<file path="config.mk">
export PLATFORM = sky130hd
export DESIGN_NAME = snake_game_ctrl
export DESIGN_NICKNAME = d
export VERILOG_FILES = /design/src/rtl/snake_game_ctrl.sv
export SDC_FILE = /design/constraint.sdc
export NUM_CORES = 1
export LEC_CHECK = 0
export ABC_AREA = 1
export CAP_MARGIN = 15
export CORE_MARGIN = 2
export CORE_UTILIZATION = 30
export DETAILED_ROUTE_END_ITERATION = 12
export GPL_TIMING_DRIVEN = 0
export REMOVE_ABC_BUFFERS = 1
export SYNTH_ARGS = -nofsm -noshare
export SYNTH_HDL_FRONTEND = slang
export SYNTH_SLANG_ARGS = --single-unit
</file>
<file path="constraint.sdc">
create_clock -name clk -period 2.45 [get_ports clk]
set_input_delay 0.735 -clock clk [delete_from_list [all_inputs] [get_ports clk]]
set_output_delay 0.735 -clock clk [all_outputs]
set_load 0.005 [all_outputs]
</file>
<file path="src/rtl/snake_game_ctrl.sv">
// Game sequencer for the snake datapath: start/run/over FSM, step strobe,
// direction filtering, score-driven speed-up and LFSR prey placement.
module snake_game_ctrl #(
  parameter int                         H_LOGIC_WIDTH = 5,
  parameter int                         V_LOGIC_WIDTH = 5,
  parameter logic [H_LOGIC_WIDTH-1:0]   H_LOGIC_MAX   = 5'd31,
  parameter logic [V_LOGIC_WIDTH-1:0]   V_LOGIC_MAX   = 5'd23,
  parameter int                         TICK_WIDTH    = 24,
  parameter logic [TICK_WIDTH-1:0]      TICK_INIT     = 24'd6_250_000,
  parameter logic [TICK_WIDTH-1:0]      TICK_STEP     = 24'd250_000,
  parameter logic [TICK_WIDTH-1:0]      TICK_MIN      = 24'd1_500_000,
  parameter int                         SCORE_WIDTH   = 8
) (
  input  logic                      clk,
  input  logic                      rst,
  input  logic                      btn_start,
  input  logic                      btn_up,
  input  logic                      btn_down,
  input  logic                      btn_left,
  input  logic                      btn_right,
  input  logic                      snake_score,
  input  logic                      snake_lose,
  input  logic [H_LOGIC_WIDTH-1:0]  snake_headx,
  input  logic [V_LOGIC_WIDTH-1:0]  snake_heady,
  output logic                      snake_rst,
  output logic                      snake_enb,
  output logic                      snake_valid,
  output logic [1:0]                direction,
  output logic [H_LOGIC_WIDTH-1:0]  preyx,
  output logic [V_LOGIC_WIDTH-1:0]  preyy,
  output logic                      prey_vld,
  output logic [SCORE_WIDTH-1:0]    score_cnt,
  output logic [1:0]                game_state
);

  typedef enum logic [1:0] {IDLE = 2'b00, INIT = 2'b01, RUN = 2'b10, OVER = 2'b11} state_t;

  localparam logic [1:0] DIR_UP    = 2'b00;
  localparam logic [1:0] DIR_RIGHT = 2'b01;
  localparam logic [1:0] DIR_LEFT  = 2'b10;
  localparam logic [1:0] DIR_DOWN  = 2'b11;
  localparam logic [H_LOGIC_WIDTH-1:0] PREY_X0 = H_LOGIC_WIDTH'(24);
  localparam logic [V_LOGIC_WIDTH-1:0] PREY_Y0 = V_LOGIC_WIDTH'(11);
  localparam logic [9:0] LFSR_SEED = 10'h2A5;

  state_t                   state;
  logic [1:0]               init_cnt;
  logic [1:0]               pending;
  logic [TICK_WIDTH-1:0]    period;
  logic [TICK_WIDTH-1:0]    tick_cnt;
  logic [9:0]               lfsr;
  logic                     searching;
  logic                     press;
  logic [1:0]               press_dir;
  logic                     tick;
  logic                     start_game;
  logic                     period_floor;
  logic [H_LOGIC_WIDTH-1:0] raw_x;
  logic [V_LOGIC_WIDTH-1:0] raw_y;
  logic [H_LOGIC_WIDTH-1:0] cand_x;
  logic [V_LOGIC_WIDTH-1:0] cand_y;

  always_comb begin
    press     = 1'b1;
    press_dir = DIR_UP;
    if (btn_up)         press_dir = DIR_UP;
    else if (btn_down)  press_dir = DIR_DOWN;
    else if (btn_left)  press_dir = DIR_LEFT;
    else if (btn_right) press_dir = DIR_RIGHT;
    else                press = 1'b0;
  end

  // Candidates outside the playfield fold back by one board size.
  assign raw_x  = lfsr[H_LOGIC_WIDTH-1:0];
  assign raw_y  = lfsr[H_LOGIC_WIDTH +: V_LOGIC_WIDTH];
  assign cand_x = ({1'b0, raw_x} > {1'b0, H_LOGIC_MAX}) ?
                  raw_x - (H_LOGIC_MAX + H_LOGIC_WIDTH'(1)) : raw_x;
  assign cand_y = ({1'b0, raw_y} > {1'b0, V_LOGIC_MAX}) ?
                  raw_y - (V_LOGIC_MAX + V_LOGIC_WIDTH'(1)) : raw_y;

  // ">=" lets a shortened period wrap a counter that is already past it.
  assign tick         = (state == RUN) && (tick_cnt >= period - TICK_WIDTH'(1));
  assign start_game   = btn_start && ((state == IDLE) || (state == OVER));
  assign period_floor = ({1'b0, period} < ({1'b0, TICK_STEP} + {1'b0, TICK_MIN}));
  assign snake_rst    = rst | ((state == INIT) && (init_cnt == 2'd0));
  assign game_state   = state;

  always_ff @(posedge clk) begin
    if (rst) begin
      state       <= IDLE;
      init_cnt    <= 2'd0;
      pending     <= DIR_RIGHT;
      direction   <= DIR_RIGHT;
      period      <= TICK_INIT;
      tick_cnt    <= '0;
      lfsr        <= LFSR_SEED;
      searching   <= 1'b0;
      snake_enb   <= 1'b0;
      snake_valid <= 1'b0;
      preyx       <= PREY_X0;
      preyy       <= PREY_Y0;
      prey_vld    <= 1'b1;
      score_cnt   <= '0;
    end else begin
      lfsr        <= {lfsr[8:0], lfsr[9] ^ lfsr[6]};
      snake_valid <= 1'b0;

      if (press && (press_dir != ~direction)) pending <= press_dir;

      if (searching && ((cand_x != snake_headx) || (cand_y != snake_heady))) begin
        preyx     <= cand_x;
        preyy     <= cand_y;
        prey_vld  <= 1'b1;
        searching <= 1'b0;
      end

      case (state)
        INIT: begin
          if (init_cnt == 2'd3) begin
            state     <= RUN;
            snake_enb <= 1'b1;
          end else begin
            init_cnt <= init_cnt + 2'd1;
          end
        end
        RUN: begin
          if (snake_lose) begin
            state     <= OVER;
            snake_enb <= 1'b0;
          end else if (tick) begin
            snake_valid <= 1'b1;
            tick_cnt    <= '0;
            direction   <= pending;
          end else begin
            tick_cnt <= tick_cnt + TICK_WIDTH'(1);
          end
          if (snake_score) begin
            if (score_cnt != '1) score_cnt <= score_cnt + SCORE_WIDTH'(1);
            period    <= period_floor ? TICK_MIN : period - TICK_STEP;
            prey_vld  <= 1'b0;
            searching <= 1'b1;
          end
        end
        default: ;
      endcase

      if (start_game) begin
        state     <= INIT;
        init_cnt  <= 2'd0;
        period    <= TICK_INIT;
        tick_cnt  <= '0;
        direction <= DIR_RIGHT;
        pending   <= DIR_RIGHT;
        score_cnt <= '0;
        preyx     <= PREY_X0;
        preyy     <= PREY_Y0;
        prey_vld  <= 1'b1;
        searching <= 1'b0;
      end
    end
  end

endmodule

</file>
# After elaboration in Yosys (flattened, before gate mapping)
# Cells that the tools add are included.
dict set report totals {
  register_bits 88
  latchBits 0
  ram_bits 0
  rom_bits 0
  out_inout_bits 26
  wordCells 87
  n_memories 0
}
dict set report op_classes {
  addsub 6
  multipliers 0
  div_mod_pow 0
  n_lt_le_gt_ge 3
  n_eq_ne 12
  shift 0
  muxes 25
  bitwise 6
  n_reduce_logical 20
}
# cell count
set ops {}
lappend ops {{two-way mux 24 bit} 2}
lappend ops {{adder 24 x 1 -> 24 bit (second input constant)} 1}
lappend ops {{>= comparator 24 bit} 1}
lappend ops {{less-than comparator 24 x 21 -> 1 bit (second input constant)} 1}
lappend ops {{subtractor 24 x 1 -> 24 bit (second input constant)} 1}
lappend ops {{subtractor 24 x 18 -> 24 bit (second input constant)} 1}
lappend ops {{two-way mux 1 bit} 15}
lappend ops {{AND reduction 3 bit} 4}
lappend ops {{two-way mux 2 bit} 5}
lappend ops {{!= test 5 bit} 2}
lappend ops {{adder 8 x 1 -> 8 bit (second input constant)} 1}
lappend ops {{!= test 8 bit (second input constant)} 1}
lappend ops {{equality test 2 bit (second input constant)} 3}
lappend ops {{AND reduction 2 bit} 3}
lappend ops {{> comparator 5 bit (second input constant)} 1}
lappend ops {{logical AND 1 bit} 5}
lappend ops {{two-way mux 5 bit} 1}
lappend ops {{subtractor 5 bit (second input constant)} 1}
lappend ops {{zero test 2 bit} 2}
lappend ops {{one-hot mux 2 bit (2 select lines)} 1}
lappend ops {{!= test 3 x 2 -> 1 bit (second input constant)} 1}
lappend ops {{!= test 3 bit (second input constant)} 1}
lappend ops {{inverter 1 bit} 3}
lappend ops {{nonzero test 3 bit} 1}
lappend ops {{13 further kinds} 14}

# Logic depth before layout (Yosys ltp)
# Gate-level depths: netlist of run 1.
dict set report logic_depth {
  word_depth 8
  mapped_depth 20
  mapped_depth_nobuf 19
}

# Worst setup path after synthesis of run 1
# No wires, ideal clock.
dict set report synth_path {
  path_kind {flip-flop to flip-flop}
  from {register period[4]}
  to {register tick_cnt[16]}
  setup_ps 121
  arrival_ps 2510
  required_time_ps 2329
  setup_slack_ps -181
  stages_incl_launch_ff 21
  n_path_buf 1
  path_cell_list {dfxtp_1 inv_1 ha_1 nand2_1 nor2_1 nand2_2 nor3_2 nand2_1 xor2_1 inv_1 ha_1 nand2_1 nor2_1 nand2_1 nor2_1 nand2_1 nand3_2 nand2_4 nand2_4 buf_12 nor2_4}
}
dict set report synth_between {
  elab_chain_len 4
}
# item line
set synth_rtl {}
lappend synth_rtl {{from (decl)} 49} ;# logic [TICK_WIDTH-1:0] period;
lappend synth_rtl {{from (signal assigned)} 139} ;# period <= period_floor ? TICK_MIN : period - TICK_STEP;
lappend synth_rtl {{subtractor 24 x 1 -> 24 bit} 82} ;# assign tick = (state == RUN) && (tick_cnt >= period - TICK_WIDTH'(1));
lappend synth_rtl {{>= comparator 24 bit} 82}
lappend synth_rtl {{logical AND 1 bit} 82}
lappend synth_rtl {{two-way mux 24 bit} 130} ;# end else if (tick) begin
lappend synth_rtl {{to (signal assigned)} 135} ;# tick_cnt <= tick_cnt + TICK_WIDTH'(1);
lappend synth_rtl {{to (decl)} 50} ;# logic [TICK_WIDTH-1:0] tick_cnt;
# Every way passes these cells.
# A chain may end at the register's enable or synchronous reset.

# Worst setup path after layout of run 1
dict set report layout_path {
  from {register period[10]}
  to {register direction[1]}
}
dict set report layout_between {
  elab_chain_len 4
}
# item line
set layout_rtl {}
lappend layout_rtl {{subtractor 24 x 1 -> 24 bit} 82}
lappend layout_rtl {{>= comparator 24 bit} 82}
lappend layout_rtl {{logical AND 1 bit} 82}
lappend layout_rtl {{AND reduction 3 bit (no source line)} n/a}
lappend layout_rtl {{to (signal assigned)} 133} ;# direction <= pending;
lappend layout_rtl {{to (decl)} 28} ;# output logic [1:0] direction,
# Every way passes these cells.

==> impl_metrics.yaml, run 1 <==
timing:
  timing.final.crit_share: 1.05
  final-setup-viol-count: 27
  maxSlewViolCount: 0
  holdWs_ns: 0.458
  setup_ws_ns: -0.111
  hold_violations: 0
  finalClockSkew_ns: 0.0111
  fin_crit_ns: 2.56
  worstMarginPinSlew_ns: 0.724
  rsz0062_at_grt: "yes"
  slew-limit-headroom: 0.517
  max_freq_ghz: 0.390
global_route:
  grt_pass1_wl_um: 20700
  track_usage: 0.141
  antenna_found_initial: 0
  first_global_vias: 4451
  grt_max_degree: 17
  gr-total-overflow: 0
floorplan:
  num_rows: 47
  die_area_mm2: 0.0182
  core_area_mm2: 0.0166
  ios: 45
  fp.dieH_um: 135
  die_x_um: 135
  initial_core_util: 0.309
final_layout:
  drive_above_1_share: 0.163
  n_antenna_cell: 0
  area_growth_pct: 24.3
  nets: 814
  design_area_mm2: 0.00638
  fin_util: 0.383
  final_cell_mix: "nand2_1, inv_1, dfxtp_1, nor2_1, nand3_1"
  layout_commonest_cell: "nand2_1"
drt:
  num_vias: 4461
  viasPerCell: 4.52
  drt-total-wl_um: 11800
  ant_nets: 0
  drt_first_pass_iters: 4
  initialDrtViolationCount: 191
  drcViolationCount: 0
  post_drt_wl_per_cell_um: 11.9
placed_design:
  place_area_mm2: 0.00577
  portBuffers: 44
  finalWeightedCongestion: 0.829
  dp.final_hpwl_um: 8520
power:
  power_density_mw_per_mm2: 578
  power.leakage_nw: 2.82
  design_power_total_mw: 3.69
  vdd_drop_max_mv: 0.285
hold_path:
  worstHoldStart: "lfsr[2]$_SDFF_PP1_"
  hold_end: "lfsr[3]$_SDFF_PP0_"
  hold-path-cell-count: 2
  hold_path_class: "register to register"
worst_setup_path:
  worstPathCellList: "nor2_1 -> and2_4 -> nand2_4 -> nor3_4 -> nand2_1 -> xnor2_1 -> inv_1 -> ha_1 -> nand2_1 -> nor2_2 -> buf_4 -> a21oi_4 -> nand3_4 -> buf_4 -> a21oi_1 -> nor2_1"
  crit_slowest_cell: "dfxtp_2"
  arrival_ns: 2.80
  setup.worst_path.end_class: "register"
  r2r-end: "direction[1]$_SDFFE_PP0P_"
  cp.required_ns: 2.69
  critical-path-top-delay-family: "simple AND/OR/NAND/NOR gates"
  worst-path-max-fanout: 4
  crit_path_max_incr_delay_ns: 0.35
  cp-start-kind: "register"
  worstSetupPathType: "register to register"
  r2r_slack_ns: -0.11
  reg2reg_from: "period[10]$_SDFFE_PP1P_"
  path_buf_inv: 3
  rr_worst_depth: 16
logic_synthesis:
  syn-cell-area_mm2: 0.00513
  syn_inst: 705
  syn_area_per_cell_um2: 7.28
  ys_seq_area_frac: 0.327
  ys_types: 46
  yosys_register_bits: 84
  yosys_warnings: 0
flow_run:
  maxCapViolCount: 0
clock_network:
  cts_tree: "done"
  cts.sinks: 84
  root_buffer: "clkbuf_16"
  cts_buffer_depth: 2
  clkTransAtPathRegs_ns: 0.06
  cts-hold-fix-buffers: 0
  worstSkewPairLatency_ns: 0.35
  cts_buffers: 9
  h-tree-depth: 3
run_status:
  violations: "negative setup slack"
  status: "finished, violations left"
-- metrics by stage --
stage	setup slack [ns]	std cells	TNS, ns
after floorplan	-0.341	692	-6.41
after global placement	-1.29	956	-55.88
after detailed placement	-0.809	957	-33.14
after CTS	-0.208	983	-5.00
after global routing	-0.289	988	-7.32
final	-0.111	988	-2.66
-- worst max-delay path by stage --
stage | start | to | depth (start not counted)
after global placement | rst | score_cnt[5]$_SDFFE_PP0P_ | 5
after CTS | period[4]$_SDFFE_PP1P_ | tick_cnt[9]$_SDFFE_PP0P_ | 19
after detailed placement | period[4]$_SDFFE_PP1P_ | tick_cnt[14]$_SDFFE_PP0P_ | 19
after global routing | period[4]$_SDFFE_PP1P_ | tick_cnt[9]$_SDFFE_PP0P_ | 19
after floorplan | period[4]$_SDFFE_PP1P_ | tick_cnt[14]$_SDFFE_PP0P_ | 19
final | period[10]$_SDFFE_PP1P_ | direction[1]$_SDFFE_PP0P_ | 16
-- cells in the mapped netlist, drive strengths merged --
cell type	number	share of area
nand2	149	0.11
nor2	107	0.11
inv	102	0.075
dfxtp	84	0.33
nand3	52	0.053
a21oi	36	0.037
xor2	32	0.055
ha	31	0.076
o21ai	29	0.029
nand4	18	0.027
nor3	16	0.022
xnor2	14	0.024
buf	10	0.017
o22ai	4	0.0049
clkbuf	3	0.0022
o31ai	3	0.0044
a21o	2	0.0029
clkinv	2	0.0015
o21bai	2	0.0029
or2	2	0.0024
a22oi	1	0.0015
a31oi	1	0.0012
and2	1	0.0017
mux2i	1	0.0019
nor4	1	0.0012
o211ai	1	0.0015
o21a	1	0.0015
-- sequential cells by signal (all words and copies together) (netlist names), 2 cells and up --
signal / flops
tick_cnt: 24
init_cnt: 2
lfsr: 10
score_cnt: 8
period: 20
preyx: 5
pending: 2
game_state: 2
preyy: 5
direction: 2
-- repair_timing --
action / in CTS / in global routing
buffers inserted: 7 / 5
setup endpoints to repair: 42 / 37
gates cloned: 4 / 0
pin swaps: 19 / 8
resized for setup: 36 / 20
-- worst min-delay path, cell delays in order (launching register included) --
cell	delay, ns
dfxtp_1	0.33
inv_1	0.06
nor2_1	0.03
-- power breakdown --
part	switching (mW)	leakage [nW]	internal (mW)
Clock	0.556	0.139	0.816
Combinational	0.503	2.00	0.302
Sequential	0.0735	0.682	1.44
Total	1.13	2.82	2.56
-- cells by family after synthesis --
kind of cell    synth area share
mux                      0.00195
xor+xnor                  0.0785
buf+inv                   0.0955
fa+ha+maj                 0.0755
compound gates            0.0870
flops                      0.327
simple gates               0.334
-- metal layers --
metal | wire length, um | up-vias | global-route usage | part of all wire
met5 | 0 | - | 0 | 0
li1 | - | 2378 | - | -
met1 | 5560 | 2013 | 0.182 | 0.47
met3 | 311 | 17 | 0.0184 | 0.026
met4 | 278 | 0 | 0.0673 | 0.024
met2 | 5620 | 53 | 0.234 | 0.48
-- area by class of cell --
class                      count  area [um2]
timing repair buffer          57         543
inverter                     104         399
sequential                    84        1690
clock buffer                  12         246
multi-input combinational    508        3180
clock inverter                 3        46.3
tap                          220         275
fill                        1716       10300
No activity file was read; power rests on OpenSTA's default activity.
==> inputs of run 2 (changes only) <==
CORE_UTILIZATION = 54   (was 30)
CTS_BUF_LIST = sky130_fd_sc_hd__clkbuf_8   (was default)
PLACE_DENSITY = 0.78   (was default)
SETUP_SLACK_MARGIN = 0.2   (was default)
==> run 2 against run 1 <==
  * The run still ends with negative setup slack left
  * Count of clock-buffer cells in the layout fell by 3
  * Sequential cell count did not move
  * Wire length rose by 2.3%
  * Sequential power barely moved
  * Highest routed layer unchanged
  * Register-to-register slack got worse by 0.05 ns
  * Combinational power rose by 3.1%
  * Total power fell by 5.1%
  * Final cell count fell by 8.4%
  * Utilization rose by 30 points
  * Via count rose by 5.9%
  * Fmax fell by 1.9%
==> impl_metrics.yaml, run 2 (same netlist as run 1, synthesis figures left out) <==
worst_setup_path:
  worst-path-max-fanout: 8
  crit_top_cell: "nand2_2"
  worstSetupPathType: "register to register"
  cp.required_ns: 2.69
  cp-start-kind: "register"
  setup.worst_path.end_class: "register"
  crit_slowest_cell: "dfxtp_2"
  crit_path_max_incr_delay_ns: 0.35
  path_buf_inv: 2
  worstPathCellList: "inv_2 -> ha_4 -> nand2_4 -> nor2_4 -> nand2_2 -> nor3_4 -> nand2_1 -> xor2_1 -> inv_1 -> ha_1 -> nand2_2 -> nor2_4 -> nand2_2 -> nor2_2 -> nand2_2 -> nand3_4 -> nand2_8 -> nand2_8 -> nor2_4"
  critical-path-top-delay-family: "simple AND/OR/NAND/NOR gates"
  arrival_ns: 2.85
clock_network:
  cts_buffers: 9
  worstSkewPairLatency_ns: 0.36
  cts.sinks: 84
  cts_buffer_depth: 2
  h-tree-depth: 3
  root_buffer: "clkbuf_8"
  cts-hold-fix-buffers: 0
  clkTransAtPathRegs_ns: 0.10
  cts_tree: "done"
final_layout:
  regArea_mm2: 0.00169
  final_cell_mix: "nand2_1, inv_1, dfxtp_1, nor2_1, nand3_1"
  largest_register_ffs: 24
  regMostFlops: "tick_cnt"
  area_growth_pct: 22.9
  reg_top3: "tick_cnt: 24 flops, period: 20 flops, lfsr: 10 flops"
  layout_commonest_cell: "nand2_1"
  drive_above_1_share: 0.189
  multiInputGateArea_mm2: 0.00323
  fillCellCount: 733
  post_layout_nonfiller_instances: 905
  n_antenna_cell: 0
  fin_util: 0.683
  design_area_mm2: 0.00631
  nets: 821
drt:
  drt-total-wl_um: 12000
  initialDrtViolationCount: 190
  post_drt_wl_per_cell_um: 13.3
  num_vias: 4723
  drcViolationCount: 0
  ant_nets: 0
  viasPerCell: 5.22
  drt_first_pass_iters: 5
placed_design:
  portBuffers: 44
  dp.final_hpwl_um: 8310
  dp_slack_ns: -0.804
  place_area_mm2: 0.00565
  finalWeightedCongestion: 0.875
  placedCellCount: 866
floorplan:
  initial_core_util: 0.556
  die_x_um: 102
  num_rows: 35
  ios: 45
  fp.dieH_um: 102
  die_area_mm2: 0.0103
  core_area_mm2: 0.00924
timing:
  maxSlewViolCount: 0
  final.setup.tns_ns: -3.29
  hold_violations: 0
  final-setup-viol-count: 27
  fin_crit_ns: 2.61
  max_freq_ghz: 0.383
  setup_ws_ns: -0.161
  holdWs_ns: 0.460
  timing.final.crit_share: 1.07
  rsz0062_at_grt: "yes"
  finalClockSkew_ns: 0.0169
  slew-limit-headroom: 0.685
  worstMarginPinSlew_ns: 0.472
global_route:
  gr-total-overflow: 0
  track_usage: 0.236
  grt_pass1_wl_um: 19800
  first_global_vias: 4450
  grt_max_degree: 19
  antenna_found_initial: 0
hold_path:
  hold_path_class: "register to register"
power:
  power.leakage_nw: 2.84
  design_power_total_mw: 3.50
  power_density_mw_per_mm2: 555
  vdd_drop_max_mv: 0.358
flow_run:
  maxCapViolCount: 0
run_status:
  violations: "negative setup slack"
  status: "finished, violations left"
run 2: cell types whose count changed in the layout (fill, tap and decap cells not counted), sizes merged:
cell	delta
buf	+8
bufinv	+1
clkbuf	-3
clkdlybuf4s50	-1
clkinv	+1
clkinvlp	-1
dlygate4sd2	+1
inv	+3
nor2	-1
run 2: final timing paths:
check	depth (start not counted)	from	slack (ns)	endpoint
min	2	lfsr[7]$_SDFF_PP1_	0.46	lfsr[8]$_SDFF_PP0_
max reg2reg	19	period[5]$_SDFFE_PP0P_	-0.16	tick_cnt[12]$_SDFFE_PP0P_
min reg2reg	2	lfsr[7]$_SDFF_PP1_	0.46	lfsr[8]$_SDFF_PP0_
max	19	period[5]$_SDFFE_PP0P_	-0.16	tick_cnt[12]$_SDFFE_PP0P_
run 2: layer usage:
metal / GRT usage / vias to the layer above / wire (um)
met2: 0.424 / 128 / 6060
met3: 0.0324 / 23 / 486
met5: 0 / - / 0
li1: - / 2383 / -
met4: 0.0904 / 0 / 255
met1: 0.286 / 2189 / 5230
run 2: repair_timing:
item	CTS	global route
pin swaps	18	21
buffers inserted	9	11
gates resized for setup	38	34
setup endpoints to repair	59	40
gates cloned	3	0
run 2: cell type report:
type	instances	area share
timing repair buffer	65	0.0954
sequential	84	0.268
clock buffer	9	0.0196
tap	129	0.0256
inverter	104	0.0633
clock inverter	7	0.0163
multi-input combinational	507	0.512
run 2: worst reg2reg max path, stage by stage, from the launching register on:
cell     delay [ns]
dfxtp_2        0.35
inv_2          0.07
ha_4           0.14
nand2_4        0.05
nor2_4         0.09
nand2_2        0.08
nor3_4         0.17
nand2_1        0.09
xor2_1         0.15
inv_1          0.07
ha_1           0.29
nand2_2        0.07
nor2_4         0.12
nand2_2        0.06
nor2_2         0.11
nand2_2        0.07
nand3_4        0.12
nand2_8        0.13
nand2_8        0.18
nor2_4         0.05
run 2: report_power, final:
| group | switching, mW | total (mW) | internal (mW) |
|---|---|---|---|
| sequential | 0.0711 | 1.51 | 1.44 |
| combinational | 0.514 | 0.830 | 0.316 |
| clock | 0.567 | 1.16 | 0.591 |
| total | 1.15 | 3.50 | 2.35 |
